<file path="config.mk">
export PLATFORM = sky130hd
export DESIGN_NAME = mem_lsu
export DESIGN_NICKNAME = d
export VERILOG_FILES = /design/src/rtl/lsu_pkg.sv /design/src/rtl/lsu_align.sv /design/src/rtl/mem_lsu.sv
export SDC_FILE = /design/constraint.sdc
export NUM_CORES = 1
export LEC_CHECK = 0
export BUFFER_PORTS_ARGS = -buffer_cell sky130_fd_sc_hd__buf_2
export CORE_ASPECT_RATIO = 1.1
export CORE_MARGIN = 3
export CORE_UTILIZATION = 47
export CTS_BUF_LIST = sky130_fd_sc_hd__clkbuf_16
export CTS_CLUSTER_DIAMETER = 40
export DETAILED_ROUTE_END_ITERATION = 8
export GPL_ROUTABILITY_DRIVEN = 0
export PLACE_DENSITY_LB_ADDON = 0.2
export SETUP_SLACK_MARGIN = 0.1
export SYNTH_ARGS = -nofsm -noshare
export SYNTH_HDL_FRONTEND = slang
export SYNTH_SLANG_ARGS = --single-unit
</file>
<file path="constraint.sdc">
create_clock -name clk -period 2.5 [get_ports clk]
set_input_delay 0.5 -clock clk [delete_from_list [all_inputs] [get_ports clk]]
set_output_delay 0.5 -clock clk [all_outputs]
set_load 0.05 [all_outputs]
</file>
<file path="src/rtl/lsu_pkg.sv">
// Shared definitions for the RV32I load/store unit.
// Holds the funct3 size codes, the exception cause codes, the LSU state enum,
// and small helpers that compute byte enables and alignment from size and offset.
package lsu_pkg;

  // funct3 encodings of the access size
  localparam logic [2:0] SZ_B  = 3'b000;
  localparam logic [2:0] SZ_H  = 3'b001;
  localparam logic [2:0] SZ_W  = 3'b010;
  localparam logic [2:0] SZ_BU = 3'b100;
  localparam logic [2:0] SZ_HU = 3'b101;

  // exc_cause encodings
  localparam logic [1:0] CAUSE_LD_MIS = 2'b00;
  localparam logic [1:0] CAUSE_ST_MIS = 2'b01;
  localparam logic [1:0] CAUSE_LD_FLT = 2'b10;
  localparam logic [1:0] CAUSE_ST_FLT = 2'b11;

  typedef enum logic [1:0] {
    ST_IDLE  = 2'd0,
    ST_REQ   = 2'd1,
    ST_RESP  = 2'd2,
    ST_DRAIN = 2'd3
  } lsu_state_e;

  // Byte enables for an access of the given size at byte offset off.
  // size[1:0] alone selects the width; the unsigned flag in size[2] is irrelevant here.
  function automatic logic [3:0] be_for(input logic [2:0] size, input logic [1:0] off);
    logic [3:0] be;
    case (size[1:0])
      2'b00:   be = 4'b0001 << off;
      2'b01:   be = 4'b0011 << off;
      default: be = 4'b1111;
    endcase
    return be;
  endfunction

  // Halfwords need an even address, words a multiple of four.
  function automatic logic is_misaligned(input logic [2:0] size, input logic [1:0] off);
    logic mis;
    case (size[1:0])
      2'b00:   mis = 1'b0;
      2'b01:   mis = off[0];
      default: mis = (off != 2'b00);
    endcase
    return mis;
  endfunction

endpackage

</file>
<file path="src/rtl/lsu_align.sv">
// Combinational data alignment for the load/store unit.
// Ports:
//   size, off    captured funct3 size and byte offset of the access
//   store_data   raw store operand
//   be           byte enables for the bus
//   wdata        store data replicated into every lane it may occupy
//   rdata        raw bus read word
//   load_data    selected byte/half/word, sign- or zero-extended
module lsu_align
  import lsu_pkg::*;
#(
  parameter int XLEN = 32
) (
  input  logic [2:0]        size,
  input  logic [1:0]        off,
  input  logic [XLEN-1:0]   store_data,
  output logic [XLEN/8-1:0] be,
  output logic [XLEN-1:0]   wdata,
  input  logic [XLEN-1:0]   rdata,
  output logic [XLEN-1:0]   load_data
);

  logic [XLEN-1:0] shifted;

  assign be = be_for(size, off);

  // Replicating the operand means the slave can pick any enabled lane
  // without needing its own shifter.
  always_comb begin
    case (size[1:0])
      2'b00:   wdata = {(XLEN/8){store_data[7:0]}};
      2'b01:   wdata = {(XLEN/16){store_data[15:0]}};
      default: wdata = store_data;
    endcase
  end

  // Move the addressed byte/halfword down to bit 0 before extending.
  assign shifted = rdata >> {off, 3'b000};

  always_comb begin
    case (size)
      SZ_B:    load_data = {{(XLEN-8){shifted[7]}}, shifted[7:0]};
      SZ_BU:   load_data = {{(XLEN-8){1'b0}}, shifted[7:0]};
      SZ_H:    load_data = {{(XLEN-16){shifted[15]}}, shifted[15:0]};
      SZ_HU:   load_data = {{(XLEN-16){1'b0}}, shifted[15:0]};
      default: load_data = rdata;
    endcase
  end

endmodule

</file>
<file path="src/rtl/mem_lsu.sv">
// Multi-cycle load/store unit for the RV32I MEM stage (between ex_mem and mem_wb).
// Drives a req/gnt/rvalid data bus, stalls the pipeline until the access
// completes, aligns load data and reports misaligned, faulting or timed-out accesses.
// Ports:
//   clk, rst_n                clock and synchronous active-low reset
//   flush_i                   pipeline redirect, kills the current access
//   rd_addr_i/rd_data_i/rd_wen_i   writeback info from ex_mem
//   mem_addr_i/mem_data_i/mem_size_i/mem_we_i/mem_re_i   memory access from ex_mem
//   bus_req_o/bus_we_o/bus_addr_o/bus_be_o/bus_wdata_o   bus request channel
//   bus_gnt_i                 request accepted
//   bus_rvalid_i/bus_rdata_i/bus_err_i   bus response channel
//   stall_o                   hold ex_mem and upstream
//   rd_addr_o/rd_data_o/rd_wen_o   writeback info to mem_wb
//   exc_o/exc_cause_o         one-cycle exception pulse and cause
module mem_lsu
  import lsu_pkg::*;
#(
  parameter int XLEN     = 32,
  parameter int ADDR_W   = 32,
  parameter int MAX_WAIT = 255
) (
  input  logic              clk,
  input  logic              rst_n,
  input  logic              flush_i,
  input  logic [4:0]        rd_addr_i,
  input  logic [XLEN-1:0]   rd_data_i,
  input  logic              rd_wen_i,
  input  logic [ADDR_W-1:0] mem_addr_i,
  input  logic [XLEN-1:0]   mem_data_i,
  input  logic [2:0]        mem_size_i,
  input  logic              mem_we_i,
  input  logic              mem_re_i,
  output logic              bus_req_o,
  output logic              bus_we_o,
  output logic [ADDR_W-1:0] bus_addr_o,
  output logic [XLEN/8-1:0] bus_be_o,
  output logic [XLEN-1:0]   bus_wdata_o,
  input  logic              bus_gnt_i,
  input  logic              bus_rvalid_i,
  input  logic [XLEN-1:0]   bus_rdata_i,
  input  logic              bus_err_i,
  output logic              stall_o,
  output logic [4:0]        rd_addr_o,
  output logic [XLEN-1:0]   rd_data_o,
  output logic              rd_wen_o,
  output logic              exc_o,
  output logic [1:0]        exc_cause_o
);

  localparam int WD_W = (MAX_WAIT < 2) ? 1 : $clog2(MAX_WAIT + 1);

  lsu_state_e        state, state_next;
  logic [WD_W-1:0]   wd_cnt;
  logic              wd_hit;
  logic              capture;

  logic [ADDR_W-1:0] cap_addr;
  logic [2:0]        cap_size;
  logic              cap_we;
  logic [XLEN-1:0]   cap_wdata;
  logic [4:0]        cap_rd_addr;
  logic              cap_rd_wen;

  logic [XLEN/8-1:0] be;
  logic [XLEN-1:0]   wdata_rep;
  logic [XLEN-1:0]   load_data;
  logic [1:0]        fault_cause;

  lsu_align #(.XLEN(XLEN)) u_align (
    .size       (cap_size),
    .off        (cap_addr[1:0]),
    .store_data (cap_wdata),
    .be         (be),
    .wdata      (wdata_rep),
    .rdata      (bus_rdata_i),
    .load_data  (load_data)
  );

  // MAX_WAIT=0 disables the watchdog entirely.
  assign wd_hit      = (MAX_WAIT != 0) && (wd_cnt == WD_W'(MAX_WAIT));
  assign fault_cause = cap_we ? CAUSE_ST_FLT : CAUSE_LD_FLT;

  always_ff @(posedge clk) begin
    if (!rst_n) begin
      state       <= ST_IDLE;
      wd_cnt      <= '0;
      cap_addr    <= '0;
      cap_size    <= '0;
      cap_we      <= 1'b0;
      cap_wdata   <= '0;
      cap_rd_addr <= '0;
      cap_rd_wen  <= 1'b0;
    end else begin
      state <= state_next;
      // Counter measures time spent in the current state only.
      if (state_next != state)
        wd_cnt <= '0;
      else if (state == ST_REQ || state == ST_RESP)
        wd_cnt <= wd_cnt + 1'b1;
      if (capture) begin
        cap_addr    <= mem_addr_i;
        cap_size    <= mem_size_i;
        cap_we      <= mem_we_i;
        cap_wdata   <= mem_data_i;
        cap_rd_addr <= rd_addr_i;
        cap_rd_wen  <= rd_wen_i;
      end
    end
  end

  always_comb begin
    state_next  = state;
    capture     = 1'b0;
    bus_req_o   = 1'b0;
    bus_we_o    = 1'b0;
    bus_addr_o  = '0;
    bus_be_o    = '0;
    bus_wdata_o = '0;
    stall_o     = 1'b0;
    rd_addr_o   = cap_rd_addr;
    rd_data_o   = load_data;
    rd_wen_o    = 1'b0;
    exc_o       = 1'b0;
    exc_cause_o = CAUSE_LD_MIS;

    case (state)
      ST_IDLE: begin
        if (!mem_re_i && !mem_we_i) begin
          rd_addr_o = rd_addr_i;
          rd_data_o = rd_data_i;
          rd_wen_o  = rd_wen_i;
        end else if (flush_i) begin
          // Access killed before it starts: nothing captured, nothing reported.
        end else if (is_misaligned(mem_size_i, mem_addr_i[1:0])) begin
          exc_o       = 1'b1;
          exc_cause_o = mem_we_i ? CAUSE_ST_MIS : CAUSE_LD_MIS;
        end else begin
          capture    = 1'b1;
          stall_o    = 1'b1;
          state_next = ST_REQ;
        end
      end

      ST_REQ: begin
        bus_req_o   = 1'b1;
        bus_we_o    = cap_we;
        bus_addr_o  = {cap_addr[ADDR_W-1:2], 2'b00};
        bus_be_o    = be;
        bus_wdata_o = wdata_rep;
        stall_o     = 1'b1;
        if (flush_i) begin
          // A granted request still owes us a response, which must be drained.
          state_next = bus_gnt_i ? ST_DRAIN : ST_IDLE;
        end else if (bus_gnt_i) begin
          state_next = ST_RESP;
        end else if (wd_hit) begin
          stall_o     = 1'b0;
          exc_o       = 1'b1;
          exc_cause_o = fault_cause;
          state_next  = ST_IDLE;
        end
      end

      ST_RESP: begin
        stall_o = !bus_rvalid_i;
        if (flush_i) begin
          state_next = bus_rvalid_i ? ST_IDLE : ST_DRAIN;
        end else if (bus_rvalid_i) begin
          state_next = ST_IDLE;
          if (bus_err_i) begin
            exc_o       = 1'b1;
            exc_cause_o = fault_cause;
          end else begin
            rd_wen_o = !cap_we && cap_rd_wen;
          end
        end else if (wd_hit) begin
          // The slave may still answer later; swallow that response in DRAIN.
          stall_o     = 1'b0;
          exc_o       = 1'b1;
          exc_cause_o = fault_cause;
          state_next  = ST_DRAIN;
        end
      end

      ST_DRAIN: begin
        stall_o = 1'b1;
        if (bus_rvalid_i)
          state_next = ST_IDLE;
      end

      default: state_next = ST_IDLE;
    endcase
  end

endmodule
</file>
## Word-level counts from Yosys, hierarchy flattened

Cells that the tools add are included.

| word-level totals | value |
|---|---|
| register bits after elaboration | 84 |
| bits in latches | 0 |
| memory bits (writable) | 0 |
| memory bits (read-only) | 0 |
| output and inout bits | 112 |
| logic and storage cells | 103 |
| memories | 0 |

| operators by class | value |
|---|---|
| add/subtract/negate cells | 1 |
| multipliers | 0 |
| divide/modulo/power cells | 0 |
| magnitude comparators | 0 |
| equality and inequality tests | 10 |
| shift operators | 3 |
| muxes and demuxes | 67 |
| bitwise gates (word level) | 1 |
| reductions and logical operators | 13 |

Operators by type and width:

| cell | number |
|---|---|
| $mux 32 | 4 |
| $pmux 32 s4 | 1 |
| $pmux 32 s2 | 1 |
| $mux 2 | 18 |
| $mux 1 | 33 |
| $shr 32x5->16 | 1 |
| $mux 5 | 2 |
| $add 8x1->8 const B | 1 |
| $eq 8x8->1 const B | 1 |
| $pmux 2 s4 | 1 |
| $pmux 4 s2 | 1 |
| $eq 2x1->1 const B | 3 |
| $eq 3x3->1 const B | 2 |
| $logic_not 2->1 | 3 |
| $pmux 2 s3 | 1 |
| $eq 2x2->1 const B | 2 |
| $logic_not 1->1 | 4 |
| $mux 4 | 1 |
| $pmux 1 s2 | 2 |
| $pmux 1 s4 | 1 |
| $shl 1x2->4 const A | 1 |
| $shl 2x2->4 const A | 1 |
| $eq 3x1->1 const B | 1 |
| $logic_not 3->1 | 1 |
| other kinds (7) | 8 |

## Logic depth before layout (Yosys ltp)

| logic depth | value |
|---|---|
| word-level depth | 11 |
| depth in mapped cells | 8 |
| gate-level depth less buffers | 7 |

## By module

Synthesis repeated with hierarchy kept, for this count alone.

| unflattened totals | value |
|---|---|
| cell total of the unflattened synthesis | 736 |
| area total of the unflattened synthesis | 5659.2 µm² |

By module, submodules not included:

| module | instances | cells each | area each (µm²) |
|---|---|---|---|
| mem_lsu | 1 | 556 | 4337.9 |
| lsu_align | 1 | 180 | 1321.3 |

## Worst setup path after synthesis

OpenSTA, ideal clock, no wires.

| path | value |
|---|---|
| path kind | register to output |
| start | register state[1] |
| end | output exc_cause_o[0] |
| arrival | 2827 ps |
| required time | 2000 ps |
| slack | -827 ps |
| stages on the path, launching flop included | 9 |
| cells stage by stage | dfxtp_1 -> inv_1 -> ha_1 -> clkbuf_1 -> nand2b_1 -> o2bb2ai_1 -> a32oi_1 -> nor2_1 -> a22o_1 |

| on the way | value |
|---|---|
| cells in the longest elaborated chain, start to end | 2 |
| elaborated cells on any way between the ends | 4 |
| those cells by class | eq/ne (2); mux (1); reduce/logical (1) |

RTL lines:

| what | line | source |
|---|---|---|
| start: declaration | mem_lsu.sv:52 | `lsu_state_e state, state_next;` |
| start signal: assignment | mem_lsu.sv:94 | `state <= state_next;` |
| $eq 2x2->1, or another cell as far along | mem_lsu.sv:126 | `case (state)` |
| $pmux 2 s3 * | mem_lsu.sv:126 |  |
| end: declaration | mem_lsu.sv:47 | `output logic [1:0] exc_cause_o` |

Every way passes the cells marked *; elsewhere a longest branch is shown, timed or not.

## Final worst setup path

| path | value |
|---|---|
| start | register cap_size[1] |
| end | output rd_data_o[10] |

| on the way | value |
|---|---|
| cells in the longest elaborated chain, start to end | 4 |
| elaborated cells on any way between the ends | 7 |
| those cells by class | eq/ne (3); mux (3); reduce/logical (1) |

RTL lines:

| what | line | source |
|---|---|---|
| start: declaration | mem_lsu.sv:58 | `logic [2:0] cap_size;` |
| start signal: assignment | mem_lsu.sv:102 | `cap_size <= mem_size_i;` |
| $eq 3x3->1, or another cell as far along | lsu_align.sv:41 | `case (size)` |
| $pmux 32 s4 * | lsu_align.sv:41 |  |
| $mux 32 | mem_lsu.sv:128 | `if (!mem_re_i && !mem_we_i) begin` |
| $mux 32 * | mem_lsu.sv:126 |  |
| end: declaration | mem_lsu.sv:44 | `output logic [XLEN-1:0] rd_data_o,` |

Marks and branches as above.

==> Implementation_results.wiki <==
{| class="wikitable"
! Metric !! Value
|-
| Count of pins on the block boundary || around 260
|-
| Grt total ovfl || 0
|-
| Length of routed met3 wiring || roughly 1400 µm
|-
| Fraction of the yosys area taken by sequential cells || between 30% and 40%
|-
| Number of standard-cell rows in the floorplan || 39
|-
| Outcome || finished, violations left
|-
| Biggest area contributors in the synthesized netlist || sky130_fd_sc_hd__dfxtp_1 33%, sky130_fd_sc_hd__nand2_1 17%, sky130_fd_sc_hd__a21oi_1 9.0%
|-
| Synth async-reset ratio || 0%
|-
| DRT antenna net count || 0
|-
| Clock Sink Count || 84
|-
| Top post-synthesis cells by count || 231 x sky130_fd_sc_hd__nand2_1, 92 x sky130_fd_sc_hd__a21oi_1, 84 x sky130_fd_sc_hd__dfxtp_1
|-
| Area share of the largest cell type after synthesis || 32.8%
|-
| Total detailed-routing wirelength || around 18,000 µm
|-
| Startpoint-to-endpoint class of the critical path || reg -> out
|-
| CP Max Fanout || 8
|-
| Syn Std Cell Area || 5120 µm²
|-
| Clock-pin transition on the worst setup and hold timing paths || 0.06 ns
|-
| Worst setup margin || -0.0104 ns
|-
| Final hold slack || 0.397 ns
|-
| Total global-route track usage || between 20 and 30%
|-
| PwrDens || approximately 800 nW/µm²
|-
| Number of warning messages in the yosys log || 0
|-
| Vertical die dimension || 116 µm
|-
| Largest vdd supply drop || 0.000539 V
|-
| Count of buffers inserted at the top-level ports || between 200 and 300
|-
| Period minus WS final || 2.51 ns
|-
| Width of the chip || ~110 µm
|-
| Worst setup SP type || flop
|-
| Worst EP arrival || between 2 and 2.5 ns
|-
| Final worst-path cycle share || 100%
|-
| Syn-to-layout area delta || 50.5%
|-
| Clock tree from TritonCTS || yes
|-
| Cell count after synthesis || around 740
|-
| Number of buffers between clock root and the deepest sink || 2
|-
| Final net count || between 1,000 and 1,500
|-
| Leading area contributor after synthesis || sky130_fd_sc_hd__dfxtp_1
|-
| Met2 routed WL || 9050 µm
|-
| Setup violations, final || 2
|-
| Post-synthesis area per instance || roughly 7 µm²
|-
| Half-perimeter wire length of the detailed placement result || between 10,000 and 15,000 µm
|-
| Die Footprint || between 10,000 and 15,000 µm²
|-
| Number of vias in the routed layout || a little over 6,000
|-
| Vias per Instance || between 5 and 6
|-
| Fill cell total of the finished layout || 835
|-
| First-pass iteration count of the detailed router || 5
|-
| Actual transition at the worst max-transition pin || 0.574 ns
|-
| Final clock skew || just under 0.006 ns
|-
| Violated checks || negative setup slack
|-
| Clk Latency, worst-skew pair || 0.33 ns
|-
| Number of distinct library cell variants in the gate-level netlist after synthesis || 53
|-
| Cell Area, Placed || between 6000 and 7000 µm²
|-
| Maximum number of pins on one net before global-route repair || 74
|-
| Synthesized flop and latch total || 84
|-
| Number of pins exceeding their max-slew limit in the final report || 0
|-
| Highest metal layer with signal wires || met5
|-
| H-tree lvl count || 3
|-
| Remaining routing DRC violations || 0
|-
| CTS Buf Count || 9
|-
| Violation count after the first detailed-routing iteration || 348
|-
| Kind of end point of the critical path || output port
|-
| DP Cell Count || between 1,000 and 1,500
|-
| Number of enable flip-flop cells after synthesis || 0
|-
| RSZ-0062 raised after global routing || yes
|-
| Max transition margin || between 60% and 70%
|-
| Initial core utilization || a little under 50%
|-
| Via count of the first global-routing pass || a little under 6,000
|-
| Antenna violations before repair || 2
|-
| Count of maximum capacitance violations || 0
|-
| Path type of the worst min-delay path || in -> reg
|-
| Highest clock rate || about 400 MHz
|-
| Final Hold Viols || 0
|-
| Wl on met1 || slightly above 7000 µm
|-
| Core area || between 10,000 and 15,000 µm²
|-
| Final routed wire length divided by cell count || 16.0 µm
|-
| Non-Filler Instances || around 1,100
|-
| Layout cell share with drive strength beyond 1 || between 40% and 50%
|-
| Global-route wire length before repair || about 28,000 µm
|-
| Commonest register cell after synthesis || sky130_fd_sc_hd__dfxtp_1
|-
| Leak Pwr || between 3 and 4 nW
|-
| Cell at the root of the clock tree || sky130_fd_sc_hd__clkbuf_16
|-
| Required time at the worst-slack endpoint || approximately 2 ns
|-
| Most common cell in the netlist || sky130_fd_sc_hd__nand2_1
|-
| Post-layout instance area || roughly 7700 µm²
|}
[kinds of logic after synthesis]
kind of cell,Yosys count,synth area share [%]
buffers and inverters,70,5.98
and+or+nand+nor,355,29.9
xor gates and xnor gates,7,1.20
adders and majority gates,5,1.22
AOI/OAI and AO/OA,187,23.6
DFF,84,32.8
other,1,0.0732
muxes,26,5.18
[area by class of cell]
class,count,area [µm²],area share (%)
multi-input cells,584,3520,45.7
repair buffers,297,1970,25.6
flip-flops and latches,84,1690,21.9
clock buffers,9,225,2.92
well taps,143,179,2.32
clock inverters,7,76.3,0.990
inverters,11,41.3,0.536
diodes,1,2.50,0.0325
[final timing paths]
path	cells past startpoint	slack [ns]	startpoint	to
hold reg to reg	2	0.45	cap_addr[31]$_SDFFE_PN0P_	cap_addr[31]$_SDFFE_PN0P_
setup / recovery	6	-0.01	cap_size[1]$_SDFFE_PN0P_	rd_data_o[10]
hold / removal	3	0.40	mem_addr_i[9]	cap_addr[9]$_SDFFE_PN0P_
setup reg to reg	9	0.56	state[1]$_SDFF_PN0_	wd_cnt[3]$_SDFFE_PP0P_
[through the flow]
step                setup WS (ns)  total power [W]  util, %  setup TNS, ns
floorplan                  -0.129          0.00360        -          -1.24
global placement           -0.308          0.00432     65.2          -4.32
detailed placement         -0.320          0.00434     65.2          -4.72
CTS                       -0.0180          0.00604     72.0        -0.0415
global route              -0.0881          0.00647     73.5          -1.70
finish                    -0.0104          0.00619     73.5        -0.0142
[sequential cells by signal, summed over array words and instances (netlist names)]
register,count
cap_wdata,32
state,2
cap_size,3
cap_we,1
cap_rd_wen,1
cap_rd_addr,5
wd_cnt,8
cap_addr,32
[layer usage]
metal | vias to the layer above | track usage (%)
li1 | 2978 | -
met1 | 2792 | 33.1
met2 | 270 | 49.9
met3 | 57 | 6.24
met4 | 4 | 12.0
met5 | - | 0
[cell usage in the layout (no fill, tap or decap), types with 5 or more instances in the layout]
cell type                   instances
sky130_fd_sc_hd__and2_1            39
sky130_fd_sc_hd__nor2b_1           11
sky130_fd_sc_hd__o22ai_1            7
sky130_fd_sc_hd__nor2_1            35
sky130_fd_sc_hd__inv_1             10
sky130_fd_sc_hd__buf_12             7
sky130_fd_sc_hd__a21oi_2           11
sky130_fd_sc_hd__nand3_1            5
sky130_fd_sc_hd__buf_4             31
sky130_fd_sc_hd__mux2i_1           24
sky130_fd_sc_hd__a21boi_2           9
sky130_fd_sc_hd__a221oi_2           7
sky130_fd_sc_hd__a21oi_1           86
sky130_fd_sc_hd__dfxtp_1           77
sky130_fd_sc_hd__clkbuf_16         10
sky130_fd_sc_hd__o211a_1            9
sky130_fd_sc_hd__dfxtp_2            7
sky130_fd_sc_hd__o21ai_0            8
sky130_fd_sc_hd__nand2_2            6
sky130_fd_sc_hd__buf_2            215
sky130_fd_sc_hd__nor3_1             8
sky130_fd_sc_hd__xor2_1             6
sky130_fd_sc_hd__a22o_1             6
sky130_fd_sc_hd__buf_6             35
sky130_fd_sc_hd__nand2_1          225
sky130_fd_sc_hd__o21ai_2           14
sky130_fd_sc_hd__a21oi_4            5
[critical path, stage by stage (launching register included)]
cell and delay, ns:
sky130_fd_sc_hd__dfxtp_2 0.33, sky130_fd_sc_hd__or2_4 0.27, sky130_fd_sc_hd__a2111oi_4 0.46, sky130_fd_sc_hd__buf_6 0.22, sky130_fd_sc_hd__a221oi_2 0.05, sky130_fd_sc_hd__o21ai_2 0.16, sky130_fd_sc_hd__buf_6 0.18
[timing repair]
item	in CTS	in global routing
pin swaps	8	7
endpoints found under the setup margin	43	42
cloned	1	2
resized for setup	98	36
hold buffers	0	0
setup buffers	6	1
[where the power goes]
part           switching (W)  internal (W)  total, W
clock               0.000564      0.000781   0.00134
sequential         0.0000747       0.00146   0.00153
combinational        0.00210       0.00121   0.00331
total                0.00274       0.00345   0.00619
Note: power is estimated with default switching activity, not from simulation.
